## config.mk

```make
export PLATFORM = sky130hd
export DESIGN_NAME = seq_timing_decoder
export DESIGN_NICKNAME = d
export VERILOG_FILES = /design/src/rtl/seq_dec_pkg.sv /design/src/rtl/seq_timing_decoder_onehot_dec.sv /design/src/rtl/seq_timing_decoder.sv
export SDC_FILE = /design/constraint.sdc
export NUM_CORES = 1
export LEC_CHECK = 0
export BUFFER_PORTS_ARGS = -buffer_cell sky130_fd_sc_hd__buf_4
export CORE_MARGIN = 1.5
export CORE_UTILIZATION = 39
export CTS_BUF_LIST = sky130_fd_sc_hd__clkbuf_4 sky130_fd_sc_hd__clkbuf_8 sky130_fd_sc_hd__clkbuf_16
export CTS_CLUSTER_DIAMETER = 200
export DETAILED_ROUTE_END_ITERATION = 8
export PLACE_DENSITY = 0.89
export SETUP_SLACK_MARGIN = 0.5
export SYNTH_ARGS = -nofsm -noshare
export SYNTH_HDL_FRONTEND = slang
export SYNTH_SLANG_ARGS = --single-unit
export TNS_END_PERCENT = 1
```

## constraint.sdc

```tcl
create_clock -name clk -period 1.12 [get_ports clk]
set_input_delay 0.056 -clock clk [delete_from_list [all_inputs] [get_ports clk]]
set_output_delay 0.056 -clock clk [all_outputs]
set_load 0.05 [all_outputs]
```

## src/rtl/seq_dec_pkg.sv

```systemverilog
`default_nettype none
// ============================================================================
// Module      : seq_dec_pkg
// Description : Shared constants for the control-unit timing / opcode decode
//               stage: default widths, instruction field positions, memory
//               reference opcode indices and timing-step indices.
// Revision    : 1.0  initial release
// ============================================================================
package seq_dec_pkg;

  // Default sequence counter width and resulting timing-signal count
  localparam int SC_W_DEF  = 4;
  localparam int NUM_T_DEF = 16;
  localparam int IR_W_DEF  = 16;

  // Instruction register field positions for the 16-bit basic computer
  localparam int OP_MSB = 14;
  localparam int OP_LSB = 12;
  localparam int I_POS  = 15;
  localparam int OP_W   = OP_MSB - OP_LSB + 1;

  // One-hot D[] indices for each opcode
  localparam int D_AND = 0;
  localparam int D_ADD = 1;
  localparam int D_LDA = 2;
  localparam int D_STA = 3;
  localparam int D_BUN = 4;
  localparam int D_BSA = 5;
  localparam int D_ISZ = 6;
  localparam int D_RIO = 7;

  // Timing steps with fixed meaning in the instruction cycle
  localparam int T_FETCH0 = 0;
  localparam int T_FETCH1 = 1;
  localparam int T_DECODE = 2;
  localparam int T_EXEC   = 3;

  // Number of one-hot outputs produced from an in_w-bit binary value
  function automatic int onehot_width(input int in_w);
    return 1 << in_w;
  endfunction

endpackage : seq_dec_pkg
`default_nettype wire

```

## src/rtl/seq_timing_decoder_onehot_dec.sv

```systemverilog
`default_nettype none
// ============================================================================
// Module      : onehot_dec
// Description : Binary to one-hot decoder, onehot = 1 << bin. Purely
//               combinational; output is always exactly one-hot.
// Revision    : 1.0  initial release
// ============================================================================
module onehot_dec
  import seq_dec_pkg::*;
#(
  parameter int IN_W = 3
) (
  input  logic [IN_W-1:0]               bin,
  output logic [onehot_width(IN_W)-1:0] onehot
);

  localparam int c_OUT_W = onehot_width(IN_W);

  // Compare every output position with the input code
  always_comb begin
    onehot = '0;
    for (int k = 0; k < c_OUT_W; k++) begin
      onehot[k] = (bin == IN_W'(k));
    end
  end

endmodule : onehot_dec
`default_nettype wire

```

## src/rtl/seq_timing_decoder.sv

```systemverilog
`default_nettype none
// ============================================================================
// Module      : seq_timing_decoder
// Description : Control-unit timing and opcode decode stage. Holds the
//               sequence counter SC, drives one-hot timing signals T from it
//               combinationally, and latches a one-hot opcode decode D plus
//               the indirect bit I from the instruction register.
//               Optional macro SEQ_DEC_WRAP_ERR_EN adds a sticky sc_err flag
//               that records an un-cleared wrap of SC from NUM_T-1 to 0.
// Revision    : 1.0  initial release
// ============================================================================
module seq_timing_decoder
  import seq_dec_pkg::*;
#(
  parameter int SC_W  = SC_W_DEF,
  parameter int NUM_T = NUM_T_DEF,
  parameter int IR_W  = IR_W_DEF
) (
  input  logic             clk,
  input  logic             rst,
  input  logic             sc_clr,
  input  logic             sc_inr,
  input  logic             ir_load,
  input  logic [IR_W-1:0]  ir_in,
  output logic [SC_W-1:0]  sc,
  output logic [NUM_T-1:0] t,
  output logic [7:0]       d,
  output logic             i_bit
`ifdef SEQ_DEC_WRAP_ERR_EN
  ,
  output logic             sc_err
`endif
);

  localparam int c_OPC_W = 3;

  logic [SC_W-1:0]    r_sc;
  logic [7:0]         r_d;
  logic               r_i;
  logic [NUM_T-1:0]   w_t;
  logic [c_OPC_W-1:0] w_opcode;
  logic [7:0]         w_d_next;
  logic               w_unused_ir;

  // Opcode field sits just below the I bit at the top of the IR
  assign w_opcode    = ir_in[IR_W-2:IR_W-4];
  // Address bits are not used by this stage
  assign w_unused_ir = ^ir_in[IR_W-5:0];

  // Sequence counter: reset, then clear, then increment (natural wrap)
  always_ff @(posedge clk) begin
    if (rst) begin
      r_sc <= '0;
    end else if (sc_clr) begin
      r_sc <= '0;
    end else if (sc_inr) begin
      r_sc <= r_sc + 1'b1;
    end
  end

  // Timing signals are a zero-latency decode of the counter register
  onehot_dec #(
    .IN_W   (SC_W)
  ) u_t_dec (
    .bin    (r_sc),
    .onehot (w_t)
  );

  // Opcode decode ahead of the D register
  onehot_dec #(
    .IN_W   (c_OPC_W)
  ) u_d_dec (
    .bin    (w_opcode),
    .onehot (w_d_next)
  );

  // D and I capture on ir_load, independent of the counter controls
  always_ff @(posedge clk) begin
    if (rst) begin
      r_d <= '0;
      r_i <= 1'b0;
    end else if (ir_load) begin
      r_d <= w_d_next;
      r_i <= ir_in[IR_W-1];
    end
  end

  assign sc    = r_sc;
  assign t     = w_t;
  assign d     = r_d;
  assign i_bit = r_i;

`ifdef SEQ_DEC_WRAP_ERR_EN
  logic r_sc_err;
  logic w_wrap;

  // A wrap is an increment out of the last step that no clear pre-empted
  assign w_wrap = (r_sc == SC_W'(NUM_T - 1)) && sc_inr && !sc_clr;

  // Sticky wrap flag, cleared only by reset
  always_ff @(posedge clk) begin
    if (rst) begin
      r_sc_err <= 1'b0;
    end else if (w_wrap) begin
      r_sc_err <= 1'b1;
    end
  end

  assign sc_err = r_sc_err;
`endif

endmodule : seq_timing_decoder
`default_nettype wire

```

== Yosys cells after proc, flatten, opt, wreduce, memory -nomap -nowiden ==
Index checks and enable logic that the tools add are counted.

* Add/subtract/negate cells: 1
* Eq/ne operators: 22
* Reduce and logical (&&, ||, !) cells: 3

{| class="wikitable"
|+ Operators by type and width
! kind !! count
|-
| equality test 4 bit, second input constant || 8
|-
| equality test 4 x 3 -> 1 bit, second input constant || 4
|-
| equality test 3 bit, second input constant || 4
|-
| equality test 4 x 2 -> 1 bit, second input constant || 2
|-
| equality test 3 x 2 -> 1 bit, second input constant || 2
|-
| adder 4 x 1 -> 4 bit, second input constant || 1
|-
| equality test 4 x 1 -> 1 bit, second input constant || 1
|-
| logical NOT 4 bit || 1
|-
| equality test 3 x 1 -> 1 bit, second input constant || 1
|-
| logical NOT 3 bit || 1
|-
| OR reduction 2 bit || 1
|}

* Register bits after elaboration: 13
* Output and inout port bits: 29
* Logic and storage cells: 29

== Longest topological paths before layout ==
Gate-level depths: netlist of run 1.

* Depth in word-level cells: 1
* Gate-level depth with buffers: 4
* Depth with buffers taken out: 4

== By module ==
A second synthesis of run 1 with hierarchy kept.

* Cell total of the unflattened synthesis: 74
* Area, all modules: 785.8 um^2

{| class="wikitable"
|+ Modules (own cells, without submodules)
! module !! instances !! cells each !! area each (um^2) !! seq. area each (um^2)
|-
| seq_timing_decoder || 1 || 46 || 494.2 || 260.2
|-
| onehot_dec at u_t_dec || 1 || 20 || 226.5 || 0.0
|-
| onehot_dec at u_d_dec || 1 || 8 || 65.1 || 0.0
|}

== Worst setup path after synthesis of run 1 ==
Ideal clock, no wire load.

* Path kind: reg-to-output
* From: register r_sc[0] (netlist: sc[0])
* To: output t[15]
* Arrival: 1.479 ns
* Data required time: 1.064 ns
* Path slack: -0.415 ns
* Stages on the path, launching flop included: 3
* Cells stage by stage: dfxtp_1 ha_1 and3_1

* Longest elaborated chain between the ends: 1

{| class="wikitable"
|+ RTL lines
! what !! RTL line !! source
|-
| start: declaration || seq_timing_decoder.sv:37 || <nowiki>logic [SC_W-1:0] r_sc;</nowiki>
|-
| start signal: assignment || seq_timing_decoder.sv:57 || <nowiki>r_sc <= r_sc + 1'b1;</nowiki>
|-
| equality test 4 bit || seq_timing_decoder_onehot_dec.sv:23 || <nowiki>onehot[k] = (bin == IN_W'(k));</nowiki>
|-
| end: declaration || seq_timing_decoder.sv:26 || <nowiki>output logic [NUM_T-1:0] t,</nowiki>
|}

No other way between the ends.

== Final worst setup path of run 1 ==
* From: register r_sc[0] (netlist: sc[0])
* To: output t[12]

The elaborated chain is that of the path after synthesis.

==> impl_metrics.csv, run 1 <==
group,metric,value,unit
timing,min_period_over_period,116,%
run,drv_cap,0,
setup_path,path_cells,"inv_4 > ha_4 > and3_4 > buf_8",
clock_tree,worstSkewPairLatency,0.27,ns
yosys,syn_area,709,um2
timing,fin_crit,1.29,ns
timing,clock-skew-final,0.000583,ns
clock_tree,hold_buffers,0,
yosys,ys.flop_type,"dfxtp_1",
pwr,ir_drop,0.752,mV
detailed_routing,via_per_inst,5.09,
yosys,yosysTopAreaCell,"dfxtp_1",
yosys,syn_avg_cell_area,9.10,um2
detailed_routing,wl,2180,um
place,io_buffer_count,37,
setup_path,reg2reg_depth,3,
layout,areaGrowthSynthToFinish,107,%
timing,relSlewSlack,87.5,%
hold_path,hold_path_depth,3,
layout,num-nets-final,149,
setup_path,crit_required,1.06,ns
detailed_routing,first_iter_violations,9,
yosys,synth_cells,78,
setup_path,worstSetupStartpointType,"flop",
place,post-place-ws,-0.00870,ns
clock_tree,clk_pin_slew,0.07,ns
clock_tree,cts_max_level,1,
yosys,ys_types,22,
yosys,yosysMostFrequentCell,"dfxtp_1",
setup_path,crit_arrival,1.24,ns
layout,regArea,287,um2
layout,multi_input_area,587,um2
die,die-area,2080,um2
timing,finalMaxSlewViolations,0,
timing,setup_slack,-0.175,ns
place,hpwl,1300,um
outcome,status,"complete, but fails checks",
yosys,synth_area_leaders,"dfxtp_1, and2_1, ha_1, nand2b_1, a21oi_1",
setup_path,worstPathMaxFanout,5,
die,rows,15,
die,dieHeight,45.7,um
place,place.gp.congestion,0.731,
yosys,synth_nets,103,
die,ioPinCount,50,
global_route,grt_remaining_overflow,0,
timing,finalHoldViolations,0,
setup_path,slowest_stage,"dfxtp_4",
setup_path,cpPeakStageDelay,0.41,ns
timing,tightest_slew,0.187,ns
timing,tns,-2.15,ns
clock_tree,numCtsBuffers,3,
outcome,violations,"setup timing",
global_route,grt_pass1_vias,755,
place,dp_cells,138,
detailed_routing,vias,754,
die,start_util,41.5,%
global_route,grt_usage,21.5,%
yosys,ys_warn_count,0,
clock_tree,cts_num_sinks,13,
global_route,grt_pass1_wl,3220,um
pwr,leakage,0.000592,uW
setup_path,crit_type,"reg2out",
layout,stdcell_count,148,
clock_tree,cts_buffer_depth,2,
setup_path,end_kind,"output pin",
detailed_routing,routedWlPerCell,14.7,um
clock_tree,cts_tree,"yes",
layout,n_antenna_cell,0,
timing,setup_viol,16,
detailed_routing,firstDrtPassIters,4,
yosys,yosysSeqAreaShare,36.7,%
detailed_routing,antenna_left,0,
global_route,grt_max_degree,18,
yosys,synth_common_cells,"dfxtp_1, and2_1, a21oi_1",
timing,max_freq,772,MHz
timing,rsz0062_at_grt,"yes",
clock_tree,cts_root_buf,"clkbuf_4",
die,core,1710,um2
pwr,power_density,698,nW/um2
hold_path,hold_path.class,"in2reg",
yosys,synth_edf_count,0,
yosys,ys_async_sr_fraction,0,%
layout,nFillCells,87,
detailed_routing,drc_errors,0,
global_route,antenna_found_initial,0,
yosys,yosysTopAreaCellShare,36.7,%
layout,drive_gt1_share,78.0,%
die,die_x,45.7,um
yosys,ys_seq_elements,13,
[final cells by class]
type                    count  share of cell area [%]
clock buffers               4                    2.04
inverters                   2                   0.852
multi-input cells          61                    39.9
flip-flops and latches     13                    19.5
well taps                  25                    2.13
repair buffers             43                    35.5
[path summary, 6_finish.rpt]
| kind | start | to | slack (ns) |
|---|---|---|---|
| min | ir_in[15] | i_bit$_SDFFE_PP0P_ | 0.03 |
| min reg2reg | d[0]$_SDFFE_PP0P_ | d[0]$_SDFFE_PP0P_ | 0.49 |
| max reg2reg | sc[0]$_SDFFE_PP0P_ | sc[3]$_SDFFE_PP0P_ | 0.07 |
| max | sc[0]$_SDFFE_PP0P_ | t[12] | -0.17 |
[metal layers]
layer / routed length (um) / vias up / global-route usage [%]
met3: 140 / 3 / 3.17
met4: 32 / 0 / 7.06
li1: - / 364 / -
met1: 774 / 349 / 21.7
met2: 1230 / 38 / 43.4
met5: 0 / - / 0
[flip-flops by register name, summed over array words and instances (netlist names)]
signal  flops
d           8
sc          4
i_bit       1
[critical path: cells and delay by family, from the launching register on]
kind / cells / cell delay, ns
fa+ha+maj: 1 / 0.17
flops: 1 / 0.41
simple gates: 1 / 0.18
buf+inv: 2 / 0.20
[placed cells by master (no fill, tap or decap), types with 2 or more instances in the layout]
master	Yosys	layout
buf_8	0	25
buf_4	0	15
and2_4	0	12
dfxtp_2	0	9
nand2b_1	8	8
a21oi_2	0	8
and3_4	0	4
ha_4	0	4
clkbuf_4	0	4
dfxtp_4	0	4
nor2_1	4	3
nand4bb_1	3	3
nand4b_1	3	3
buf_6	0	3
inv_4	0	2
nor2b_4	0	2
mux2i_1	2	2
nand4_1	2	2
[through the flow]
step	area, um2	total power (uW)	hold slack, ns	utilization, %
final	1470	1030	0.0344	86.0
after global routing	1470	1070	0.0423	86.0
after CTS	1390	1020	0.0186	81.2
after detailed placement	1070	667	0.325	62.9
after global placement	1070	662	0.292	62.9
after floorplan	774	597	0.202	-
[cells by family after synthesis]
group / after synthesis / share of synthesized area, %
and+or+nand+nor: 43 / 40.4
DFF: 13 / 36.7
AOI/OAI and AO/OA: 10 / 7.76
buffers and inverters: 4 / 2.47
adders and majority gates: 4 / 7.05
muxes: 3 / 4.41
xor gates and xnor gates: 1 / 1.23
[power breakdown]
group,internal (uW),total [uW],switching [uW]
registers,468,483,15.7
logic,110,235,126
clock network,162,307,145
[repair_timing]
| action | in CTS | in global routing |
|---|---|---|
| resized for setup | 72 | 15 |
| buffers inserted | 2 | 4 |
| setup endpoints to repair | 33 | 42 |
| pin swaps | 6 | 17 |
(Power assumes the default switching activity.)
==> run 2: changes to the inputs <==
--- a/config.mk
+++ b/config.mk
@@ -11,7 +11,7 @@
 export CTS_BUF_LIST = sky130_fd_sc_hd__clkbuf_4 sky130_fd_sc_hd__clkbuf_8 sky130_fd_sc_hd__clkbuf_16
 export CTS_CLUSTER_DIAMETER = 200
 export DETAILED_ROUTE_END_ITERATION = 8
-export PLACE_DENSITY = 0.89
+export PLACE_DENSITY = 0.84
 export SETUP_SLACK_MARGIN = 0.5
 export SYNTH_ARGS = -nofsm -noshare
 export SYNTH_HDL_FRONTEND = slang
==> run 2 against run 1 <==
Net effect:
- the run still ends with setup timing left
- clock skew hardly changed
- utilization shrank 2.4 points
- register-to-register slack worse by 0.03 ns
- sequential power about the same
- fmax grew 0.21%
- sequential share of layout area grew 0.56 points
- first-iteration DRC count grew 22%
- die area unchanged
- worst setup slack improved by 0.0028 ns
- power is 0.25% lower
- cell count is 2.7% lower
==> impl_metrics.csv, run 2 (same netlist as run 1, synthesis figures left out) <==
group,metric,value,unit
timing,relSlewSlack,86.4,%
setup_path,crit_required,1.06,ns
timing,tightest_slew,0.204,ns
layout,largest_register_ffs,8,
timing,setup_viol,16,
clock_tree,hold_buffers,0,
layout,n_antenna_cell,0,
die,rows,15,
setup_path,r2r-end,"sc[3]$_SDFFE_PP0P_",
setup_path,cp_top_family,"flip-flops",
place,dpl_cell_area,1070,um2
timing,tns,-2.31,ns
clock_tree,numCtsBuffers,3,
die,die_x,45.7,um
timing,min_period_over_period,115,%
detailed_routing,vias,741,
clock_tree,cts_root_buf,"clkbuf_4",
detailed_routing,wl,2080,um
global_route,grt_remaining_overflow,0,
layout,drive_gt1_share,77.3,%
outcome,violations,"setup timing",
clock_tree,cts_tree,"yes",
global_route,grt_max_degree,18,
layout,layout_commonest_cell,"buf_8",
detailed_routing,antenna_left,0,
detailed_routing,firstDrtPassIters,4,
timing,rsz0062_at_grt,"yes",
timing,fin_crit,1.29,ns
global_route,antenna_found_initial,0,
place,place.gp.congestion,0.688,
timing,finalMaxSlewViolations,0,
clock_tree,worstSkewPairLatency,0.27,ns
die,core,1710,um2
detailed_routing,first_iter_violations,11,
die,ioPinCount,50,
hold_path,hold_path_depth,2,
setup_path,worstPathMaxFanout,5,
timing,clock-skew-final,0.000262,ns
setup_path,end_kind,"output pin",
layout,num-nets-final,145,
hold_path,hold_path.class,"in2reg",
setup_path,r2r_start,"sc[0]$_SDFFE_PP0P_",
detailed_routing,routedWlPerCell,14.4,um
clock_tree,cts_num_sinks,13,
layout,stdcell_count,144,
place,dp_cells,138,
hold_path,hold_end,"d[0]$_SDFFE_PP0P_",
detailed_routing,via_per_inst,5.15,
setup_path,cp_num_buf_inv,2,
layout,final_cell_mix,"buf_8, buf_4, and2_4, dfxtp_2, nand2b_1",
place,io_buffer_count,37,
pwr,ir_drop,0.643,mV
die,dieHeight,45.7,um
setup_path,slowest_stage,"dfxtp_4",
outcome,status,"complete, but fails checks",
global_route,grt_pass1_wl,3020,um
die,start_util,41.5,%
pwr,leakage,0.000571,uW
clock_tree,cts_buffer_depth,2,
hold_path,min_from,"rst",
place,hpwl,1250,um
setup_path,worstSetupStartpointType,"flop",
setup_path,reg2reg_slack,0.04,ns
setup_path,cpPeakStageDelay,0.41,ns
detailed_routing,drc_errors,0,
global_route,grt_pass1_vias,666,
setup_path,crit_arrival,1.24,ns
run,drv_cap,0,
clock_tree,cts_max_level,1,
timing,holdWs,0.0388,ns
setup_path,path_cells,"inv_4 > ha_4 > and3_4 > buf_8",
setup_path,reg2reg_depth,3,
layout,postLayoutCellArea,1430,um2
timing,finalHoldViolations,0,
timing,setup_slack,-0.172,ns
layout,areaGrowthSynthToFinish,101,%
timing,max_freq,774,MHz
setup_path,crit_type,"reg2out",
die,die-area,2080,um2
global_route,grt_usage,20.6,%
clock_tree,clk_pin_slew,0.08,ns
pwr,power_density,717,nW/um2
## run 2: cell types whose count changed in the layout (fill, tap and decap cells not counted), sizes merged
| cell | previous run | this run |
|---|---|---|
| buf | 43 | 39 |
## run 2: metrics by stage
stage               worst slack [ns]  total power [uW]  util, %
floorplan                     0.0707               597        -
global placement              0.0635               662     62.9
detailed placement            0.0481               666     62.9
CTS                           -0.175              1020     79.6
global route                  -0.223              1080     83.6
finish                        -0.172              1020     83.6
## run 2: worst reg2reg max path, cell delays in order, from the launching register on
cell,delay (ns)
dfxtp_4,0.41
buf_4,0.14
nand4_1,0.11
mux2_4,0.31
## run 2: power by group
group	total (uW)	internal (uW)	switching [uW]	leakage, uW
Sequential	483	468	15.2	0.000113
Clock	307	162	144	0.0000184
Combinational	234	108	126	0.000440
Total	1020	738	285	0.000571
## run 2: worst max-delay path by stage
stage                        from                  to  cells past startpoint  slack, ns
6_report       sc[0]$_SDFFE_PP0P_               t[14]                      4      -0.17
5_1_grt        sc[3]$_SDFFE_PP0P_                t[3]                      3      -0.22
4_1_cts        sc[1]$_SDFFE_PP0P_               t[12]                      4      -0.18
3_5_place_dp   sc[1]$_SDFFE_PP0P_               t[12]                      4       0.05
3_3_place_gp   sc[0]$_SDFFE_PP0P_               t[14]                      4       0.06
2_1_floorplan  sc[1]$_SDFFE_PP0P_  sc[1]$_SDFFE_PP0P_                      4       0.07
## run 2: timing repair
item / in CTS / in global routing
pin swaps: 9 / 14
resized for setup: 64 / 20
setup buffers: 2 / 0
endpoints found under the setup margin: 34 / 42
## run 2: routing by layer
metal  global-route usage (%)  up-vias  part of all wire [%]
met4                     10.6        0                  0.53
met2                     36.6       27                    58
met5                        0        -                     0
met3                     3.17        2                   4.6
li1                         -      356                     -
met1                     23.5      356                    36
## run 2: layout make-up
class | count | area [um2]
timing repair buffer | 39 | 480
fill | 89 | 280
inverter | 2 | 12.5
clock buffer | 4 | 30.0
tap | 25 | 31.3
sequential | 13 | 287
multi-input combinational | 61 | 587
==> run 3: changes to the inputs <==
--- a/config.mk
+++ b/config.mk
@@ -6,7 +6,7 @@
 export NUM_CORES = 1
 export LEC_CHECK = 0
 export BUFFER_PORTS_ARGS = -buffer_cell sky130_fd_sc_hd__buf_4
-export CORE_MARGIN = 1.5
+export CORE_MARGIN = 2
 export CORE_UTILIZATION = 39
 export CTS_BUF_LIST = sky130_fd_sc_hd__clkbuf_4 sky130_fd_sc_hd__clkbuf_8 sky130_fd_sc_hd__clkbuf_16
 export CTS_CLUSTER_DIAMETER = 200
==> constraint.sdc (replaced) <==
create_clock -name clk -period 1.4 [get_ports clk]
set_input_delay 0.07 -clock clk [delete_from_list [all_inputs] [get_ports clk]]
set_output_delay 0.07 -clock clk [all_outputs]
set_load 0.05 [all_outputs]
==> run 3 against run 2 <==
Net effect:
- the flow now finishes without violations
- sequential share of layout area is 2.2 points higher
- critical endpoint unchanged
- sequential power is 21% lower
- clock skew hardly changed
- highest routed layer unchanged
- first-iteration DRC count is 45% lower
- critical path depth stayed put
==> impl_metrics.csv, run 3 (same netlist as run 1, synthesis figures left out) <==
group,metric,value,unit
outcome,status,"completed",
setup_path,crit_arrival,1.24,ns
setup_path,slowest_stage,"dfxtp_4",
pwr,ir_drop,0.619,mV
clock_tree,worstSkewPairLatency,0.27,ns
setup_path,path_cells,"inv_4 > ha_4 > and3_4 > buf_8",
timing,relSlewSlack,86.3,%
clock_tree,cts_root_buf,"clkbuf_4",
clock_tree,cts_buffer_depth,2,
run,drv_cap,0,
die,rows,15,
setup_path,startpoint,"sc[0]$_SDFFE_PP0P_",
setup_path,cp_num_buf_inv,2,
timing,rsz0062_at_grt,"yes",
setup_path,worstSetupStartpointType,"flop",
detailed_routing,wl,2010,um
hold_path,hold_end,"i_bit$_SDFFE_PP0P_",
die,core,1730,um2
die,ioPinCount,50,
place,io_buffer_count,37,
clock_tree,hold_buffers,0,
setup_path,cp_top_family,"flip-flops",
place,place.gp.congestion,0.663,
die,start_util,41.1,%
detailed_routing,firstDrtPassIters,4,
setup_path,worstPathMaxFanout,4,
timing,fin_crit,1.31,ns
timing,min_period_over_period,93.3,%
hold_path,min_from,"ir_in[15]",
detailed_routing,via_per_inst,5.05,
timing,finalMaxSlewViolations,0,
hold_path,hold_path_depth,3,
setup_path,r2r-end,"sc[3]$_SDFFE_PP0P_",
layout,final_cell_mix,"buf_4, and2_4, a21oi_1, dfxtp_1, nand2b_1",
global_route,grt_max_degree,18,
pwr,power_density,640,nW/um2
layout,postLayoutCellArea,1240,um2
layout,num-nets-final,148,
place,hpwl,1230,um
setup_path,r2r_start,"sc[0]$_SDFFE_PP0P_",
setup_path,end_kind,"output pin",
hold_path,hold_path.class,"in2reg",
die,die_x,46.7,um
global_route,grt_pass1_vias,672,
layout,largest_register_ffs,8,
place,dpl_cell_area,1080,um2
global_route,grt_usage,20.9,%
detailed_routing,routedWlPerCell,13.7,um
detailed_routing,first_iter_violations,6,
global_route,grt_pass1_wl,3150,um
timing,clock-skew-final,0.000637,ns
clock_tree,clk_pin_slew,0.08,ns
detailed_routing,drc_errors,0,
layout,drive_gt1_share,63.1,%
pwr,leakage,0.000533,uW
detailed_routing,antenna_left,0,
timing,tightest_slew,0.205,ns
clock_tree,numCtsBuffers,3,
setup_path,reg2reg_depth,3,
clock_tree,cts_num_sinks,13,
timing,setup_viol,0,
die,dieHeight,46.7,um
timing,finalHoldViolations,0,
setup_path,reg2reg_slack,0.34,ns
setup_path,cpPeakStageDelay,0.41,ns
timing,max_freq,766,MHz
clock_tree,cts_max_level,1,
timing,tns,0,ns
global_route,grt_remaining_overflow,0,
die,die-area,2180,um2
layout,n_antenna_cell,0,
detailed_routing,vias,742,
global_route,antenna_found_initial,0,
layout,areaGrowthSynthToFinish,74.3,%
layout,layout_commonest_cell,"buf_4",
clock_tree,cts_tree,"yes",
setup_path,crit_required,1.33,ns
setup_path,crit_type,"reg2out",
==> run 3: cell types whose count changed in the layout (fill, tap and decap cells not counted), sizes merged <==
cell  before  now
buf       39   42
==> run 3: power breakdown <==
group	switching (uW)	total [uW]	internal, uW	leakage [uW]
Clock	121	251	130	0.0000184
Sequential	9.52	382	373	0.000109
Combinational	93.5	159	65.1	0.000406
Total	224	791	567	0.000533
==> run 3: metal layers <==
| metal | vias up | GRT usage, % | wire [um] |
|---|---|---|---|
| met5 | - | 0 | 0 |
| met4 | 0 | 8.33 | 12 |
| met3 | 2 | 2.75 | 128 |
| met2 | 38 | 40.8 | 1110 |
| met1 | 342 | 22.0 | 756 |
| li1 | 360 | - | - |
==> run 3: final cells by class <==
type,instances,area (um2)
clock buffer,4,30.0
fill,152,490
inverter,2,12.5
multi-input combinational,61,549
sequential,13,275
tap,25,31.3
timing repair buffer,42,338
==> run 3: worst register-to-register path, stage by stage, from the launching register on <==
cell,delay [ns]
dfxtp_4,0.41
buf_4,0.15
nand4_1,0.09
mux2_1,0.31
==> run 3: how the worst max path moves through the flow <==
stage,cells past startpoint,slack (ns),endpoint
finish,4,0.09,t[14]
global route,4,0.06,t[14]
CTS,4,0.11,t[12]
detailed placement,3,0.29,t[10]
global placement,4,0.33,t[14]
floorplan,2,0.34,t[15]
==> run 3: what timing repair did <==
action,4_1_cts,5_1_grt
pin swaps,1,0
setup buffers,5,0
endpoints found under the hold margin,0,0
endpoints found under the setup margin,23,32
cloned,0,0
resized for setup,20,0
==> run 3: through the flow <==
stage	instances	power, uW	setup WS (ns)	hold WS [ns]	util (%)
after CTS	147	790	0.108	0.0331	71.6
after floorplan	78	480	0.343	0.216	-
after global placement	138	532	0.329	0.309	62.3
final	147	791	0.0943	0.0293	71.6
after global routing	147	832	0.0582	0.0434	71.6
after detailed placement	138	535	0.287	0.325	62.3
